`config.mk`:
```
export PLATFORM = sky130hd
export DESIGN_NAME = dtack_wait_state_generator
export DESIGN_NICKNAME = d
export VERILOG_FILES = /design/src/rtl/dtack_wait_state_generator.sv
export SDC_FILE = /design/constraint.sdc
export NUM_CORES = 1
export LEC_CHECK = 0
export CORE_MARGIN = 1.5
export CORE_UTILIZATION = 50
export DETAILED_ROUTE_END_ITERATION = 16
export GPL_ROUTABILITY_DRIVEN = 0
export PLACE_DENSITY = 0.79
export SETUP_SLACK_MARGIN = 0.3
export SLEW_MARGIN = 20
export SYNTH_ARGS = -nofsm -noshare
export SYNTH_HDL_FRONTEND = slang
export SYNTH_SLANG_ARGS = --single-unit
```
`constraint.sdc`:
```
create_clock -name Clock -period 2.2 [get_ports Clock]
set_input_delay 0.33 -clock Clock [delete_from_list [all_inputs] [get_ports Clock]]
set_output_delay 0.33 -clock Clock [all_outputs]
set_load 0.02 [all_outputs]
```
`src/rtl/dtack_wait_state_generator.sv`:
```
// dtack_wait_state_generator: 68k DTACK/BERR generator for NUM_CH selects.
// Internal channels count wait states; external ones pass a controller ack.
//
// Ports:
//   Clock           system clock, all state on rising edge
//   Reset_L         asynchronous active-low reset
//   AS_L            68k address strobe, synchronous to Clock
//   Select_H        decoder selects, active high, lowest index wins
//   ExtDtack_L      per-channel controller ack (external channels only)
//   WaitStates      packed per-channel wait counts, WAIT_W bits each
//   TimeoutClr_H    clears the sticky timeout status
//   DtackOut_L      registered DTACK to the CPU
//   BErrOut_L       registered BERR to the CPU
//   TimeoutStatus_H sticky timeout flag
//   TimeoutChan     channel of the most recent timeout
module dtack_wait_state_generator #(
   parameter int                NUM_CH         = 4,
   parameter int                WAIT_W         = 4,
   parameter logic [NUM_CH-1:0] EXT_MASK       = NUM_CH'(4'b0011),
   parameter int                TIMEOUT_CYCLES = 256,
   parameter int                CH_W           = (NUM_CH > 1) ?
                                                 $clog2(NUM_CH) : 1
) (
   input  logic                     Clock,
   input  logic                     Reset_L,
   input  logic                     AS_L,
   input  logic [NUM_CH-1:0]        Select_H,
   input  logic [NUM_CH-1:0]        ExtDtack_L,
   input  logic [NUM_CH*WAIT_W-1:0] WaitStates,
   input  logic                     TimeoutClr_H,
   output logic                     DtackOut_L,
   output logic                     BErrOut_L,
   output logic                     TimeoutStatus_H,
   output logic [CH_W-1:0]          TimeoutChan
);

   // tcnt must hold 0..TIMEOUT_CYCLES; keep at least one bit when disabled
   localparam int TCNT_W = (TIMEOUT_CYCLES > 0) ?
                           $clog2(TIMEOUT_CYCLES + 1) : 1;
   localparam int TLAST_I = (TIMEOUT_CYCLES > 0) ?
                            TIMEOUT_CYCLES - 1 : 0;
   localparam logic [TCNT_W-1:0] TLAST = TCNT_W'(TLAST_I);
   localparam bit TO_EN = (TIMEOUT_CYCLES > 0);

   typedef enum logic [2:0] {
      IDLE = 3'd0,
      WAIT = 3'd1,
      EXT  = 3'd2,
      ACK  = 3'd3,
      BERR = 3'd4
   } state_t;

   state_t            state;
   state_t            stateNext;
   logic [CH_W-1:0]   sel;
   logic [CH_W-1:0]   selNext;
   logic [WAIT_W-1:0] wcnt;
   logic [WAIT_W-1:0] wcntNext;
   logic [TCNT_W-1:0] tcnt;
   logic [TCNT_W-1:0] tcntNext;
   logic              statusNext;
   logic [CH_W-1:0]   chanNext;
   logic              dtackNext;
   logic              berrNext;
   logic              timeoutSet;

   logic              hit;
   logic [CH_W-1:0]   pick;
   logic [WAIT_W-1:0] pickWait;
   logic              pickExt;
   logic              selAck;
   logic              tLast;

   // Priority encoder: scanning downward leaves the lowest set index
   always_comb begin
      hit  = 1'b0;
      pick = '0;
      for (int i = NUM_CH - 1; i >= 0; i--) begin
         if (Select_H[i]) begin
            hit  = 1'b1;
            pick = CH_W'(i);
         end
      end
   end

   assign pickWait = WaitStates[int'(pick)*WAIT_W +: WAIT_W];
   assign pickExt  = EXT_MASK[pick];
   assign selAck   = ~ExtDtack_L[sel];
   assign tLast    = TO_EN && (tcnt == TLAST);

   always_ff @(posedge Clock or negedge Reset_L) begin
      if (!Reset_L) begin
         state           <= IDLE;
         sel             <= '0;
         wcnt            <= '0;
         tcnt            <= '0;
         DtackOut_L      <= 1'b1;
         BErrOut_L       <= 1'b1;
         TimeoutStatus_H <= 1'b0;
         TimeoutChan     <= '0;
      end else begin
         state           <= stateNext;
         sel             <= selNext;
         wcnt            <= wcntNext;
         tcnt            <= tcntNext;
         DtackOut_L      <= dtackNext;
         BErrOut_L       <= berrNext;
         TimeoutStatus_H <= statusNext;
         TimeoutChan     <= chanNext;
      end
   end

   always_comb begin
      stateNext  = state;
      selNext    = sel;
      wcntNext   = wcnt;
      tcntNext   = tcnt;
      timeoutSet = 1'b0;

      unique case (state)
         IDLE: begin
            if (!AS_L) begin
               tcntNext = '0;
               selNext  = pick;
               if (!hit) begin
                  stateNext = ACK;
               end else if (pickExt) begin
                  stateNext = EXT;
               end else if (pickWait == '0) begin
                  stateNext = ACK;
               end else begin
                  wcntNext  = pickWait;
                  stateNext = WAIT;
               end
            end
         end

         WAIT: begin
            if (AS_L) begin
               stateNext = IDLE;
            end else if (wcnt == WAIT_W'(1)) begin
               stateNext = ACK;
            end else begin
               wcntNext = wcnt - WAIT_W'(1);
               if (TO_EN) tcntNext = tcnt + TCNT_W'(1);
               if (tLast) begin
                  stateNext  = BERR;
                  timeoutSet = 1'b1;
               end
            end
         end

         EXT: begin
            if (AS_L) begin
               stateNext = IDLE;
            end else if (selAck) begin
               stateNext = ACK;
            end else begin
               if (TO_EN) tcntNext = tcnt + TCNT_W'(1);
               if (tLast) begin
                  stateNext  = BERR;
                  timeoutSet = 1'b1;
               end
            end
         end

         ACK, BERR: begin
            if (AS_L) stateNext = IDLE;
         end

         default: stateNext = IDLE;
      endcase
   end

   // A timeout on the same edge as a clear keeps the flag set
   assign statusNext = timeoutSet |
                       (TimeoutStatus_H & ~TimeoutClr_H);
   assign chanNext   = timeoutSet ? sel : TimeoutChan;
   assign dtackNext  = (stateNext != ACK);
   assign berrNext   = (stateNext != BERR);

endmodule

```
==> metrics.cfg <==
[finish]
nFillCells = 202
final_core_util = 0.779
antennaDiodeCount = 0
area_growth_pct = 44.7
final_nets = 250
layout-drive-gt1-share = 0.304

[setup_path]
setup.worst_path.start_class = flop
crit_required_ps = 2400
path_cells = mux4_2 -> and2b_1 -> mux2_4 -> nand3_4 -> mux2_4
worst-setup-path-type = flop to flop
critPathArrivalTime_ps = 2120
crit_slowest_cell = mux4_2
max_stage_delay_ps = 520
cpMostUsedCell = mux2_4
crit_fanout = 3
setup.worst_path.end_class = flop

[yosys]
syn_nets = 195
yosys.area.top_type = dfrtp_1
synth_area_leaders = dfrtp_1 35%, dfstp_2 3.5%, a21oi_1 3.3%
postSynthCellCount = 163
async_flop_share = 1.00
avgSynthCellArea_sq_um = 9.27
netlist_top_cells_count = 21 x dfrtp_1, 12 x nand2_1, 11 x nor2_1, 10 x a21oi_1, 8 x inv_1
syn_area_sq_um = 1510
synth_cell_types = 50
synthFlopType = dfrtp_1
synth_top_cell_area_share = 0.348
seq_area_frac_synth = 0.383
ys.warnings.count = 0
synth-seq-cells = 23
synth_most_common_cell = dfrtp_1
synth_edf_count = 0

[sta]
skew_ps = 4.44
worstMarginPinSlew_ps = 561
report.final.slew_viol_count = 0
fin_crit_ps = 1920
rsz0062_at_grt = yes
fin_crit_sh = 0.874
setup_viol = 0
hold_viol = 0
fmax_ghz = 0.520
relSlewSlack = 0.625

[floorplan]
die_w_microns = 58.0
initial_core_util = 0.538
fp.dieH_microns = 58.0
die_area_sq_um = 3360
pin_count = 33
rows = 19
core-area_sq_um = 2810

[route]
wl_met2_microns = 2070
first_iter_violations = 92
avgRoutedWirePerCell_microns = 15.4
top_layer = met4
firstDrtPassIters = 4
vias = 1429
vias_per_cell = 5.76
antenna_left = 0
route.met3.wl_microns = 141
remaining_drc_errors = 0
wl_microns = 3830
drt-met1-wl_microns = 1550

[job]
cap_violations = 0

[placed_design]
io_buffers = 32
hpwl_microns = 2750

[grt]
track_usage = 0.232
grt_pass1_vias = 1426
grt_first_pass_wirelength_microns = 6150
grt_antenna_before_repair = 0
overflow = 0
grt_max_degree = 17

[clock_network]
postCtsHoldBufs = 0
clockRootBuffer = clkbuf_4
clk_latency_ps = 300
cts_tree = built
cts_buffer_depth = 2
htreeDepth = 1
clkTransAtPathRegs_ps = 120
cts_made_buffers = 3
clock-sinks = 23

[worst_hold_path]
hold_path.class = input pin to asynchronous set/reset pin

[pwr]
peakVddDrop_v = 0.000406
p_total_mw = 1.35
p_leak_nw = 0.943
power.density_nw_per_um2 = 617
swShare = 0.352
intPower_uw = 874
p_clk_frac = 0.138
switching_power_uw = 475
pwr-share-seq = 0.437
p_comb_frac = 0.424

[run_status]
outcome = complete, no violations

layout by cell type (no fill, tap or decap), types with 3 or more instances in the layout:
cell type / Yosys / layout
nand2_1: 12 / 12
nand2b_1: 7 / 7
clkdlybuf4s50_1: 0 / 27
and3_1: 5 / 3
mux2_4: 1 / 4
a21oi_1: 10 / 8
buf_4: 1 / 20
dfrtp_1: 21 / 21
buf_6: 1 / 4
o221ai_1: 3 / 3
inv_1: 8 / 8
clkbuf_4: 0 / 3
o21bai_1: 3 / 3
nor2b_1: 5 / 4
nor2_1: 11 / 11
nor3b_2: 3 / 3
o21ai_1: 7 / 6
o21ai_0: 7 / 7
registers in the layout (all words and copies together), names as in the netlist:
| signal | flops |
|---|---|
| BErrOut_L | 1 |
| TimeoutStatus_H | 1 |
| TimeoutChan | 2 |
| state | 3 |
| tcnt | 9 |
| wcnt | 4 |
| sel | 2 |
| DtackOut_L | 1 |
power by group through the flow:
stage               registers (mW)  logic, mW  clock network, mW
floorplan                    0.563      0.317                  0
global placement             0.589      0.451                  0
detailed placement           0.594      0.471                  0
CTS                          0.586      0.508              0.194
global route                 0.603      0.632              0.212
finish                       0.590      0.572              0.187
critical path: cells and delay by family, from the launching register on:
family / cells / cell delay [ps]
flip-flops: 1 / 400
AND/OR/NAND/NOR: 2 / 310
multiplexers: 3 / 1110
path summary, 6_finish.rpt:
kind                              start              to  slack (ps)  cells after the start
worst max-delay path             sel[0]  TimeoutChan[0]         280                      5
worst min-delay path            Reset_L        state[2]         330                      1
worst max register to register   sel[0]  TimeoutChan[0]         280                      5
worst min register to register  tcnt[8]         tcnt[8]         510                      2
max in group asynchronous       Reset_L         wcnt[3]        1330                      2
min in group Clock              tcnt[8]         tcnt[8]         510                      2
through the flow:
stage                     TNS (ps)  hold WS [ps]  std cells  instance area [sq um]  worst slack, ps
after global placement        -445           470        237                   1970             -130
final                            0           326        248                   2180              278
after detailed placement     -1160           484        237                   1970             -227
after floorplan                  0          34.4        163                   1520              302
after CTS                        0           334        244                   2080              239
after global routing             0           368        248                   2180              190
cell type report:
cell class | instances | area, sq um | area share
inverters | 8 | 30.0 | 0.0137
well taps | 31 | 38.8 | 0.0178
flip-flops and latches | 23 | 578 | 0.265
clock inverters | 1 | 5.00 | 0.00229
clock buffers | 3 | 22.5 | 0.0103
repair buffers | 57 | 512 | 0.234
multi-input cells | 125 | 998 | 0.457
kinds of logic after synthesis:
group,synth area share
fa+ha+maj,0.0331
buf+inv,0.0464
mux,0.0547
compound gates,0.228
simple gates,0.238
xor+xnor,0.0174
flops,0.383
metal layers:
layer / vias to the layer above / GRT usage
met1: 672 / 0.276
met5: - / 0
met3: 8 / 0.0268
met4: 0 / 0.0897
met2: 47 / 0.425
li1: 702 / -
repair_timing:
action | 4_1_cts | 5_1_grt
cloned | 0 | 1
endpoints found under the setup margin | 14 | 15
pin swaps | 3 | 8
setup buffers | 3 | 3
resized for setup | 16 | 24
Power figures use the tool's default switching activity.
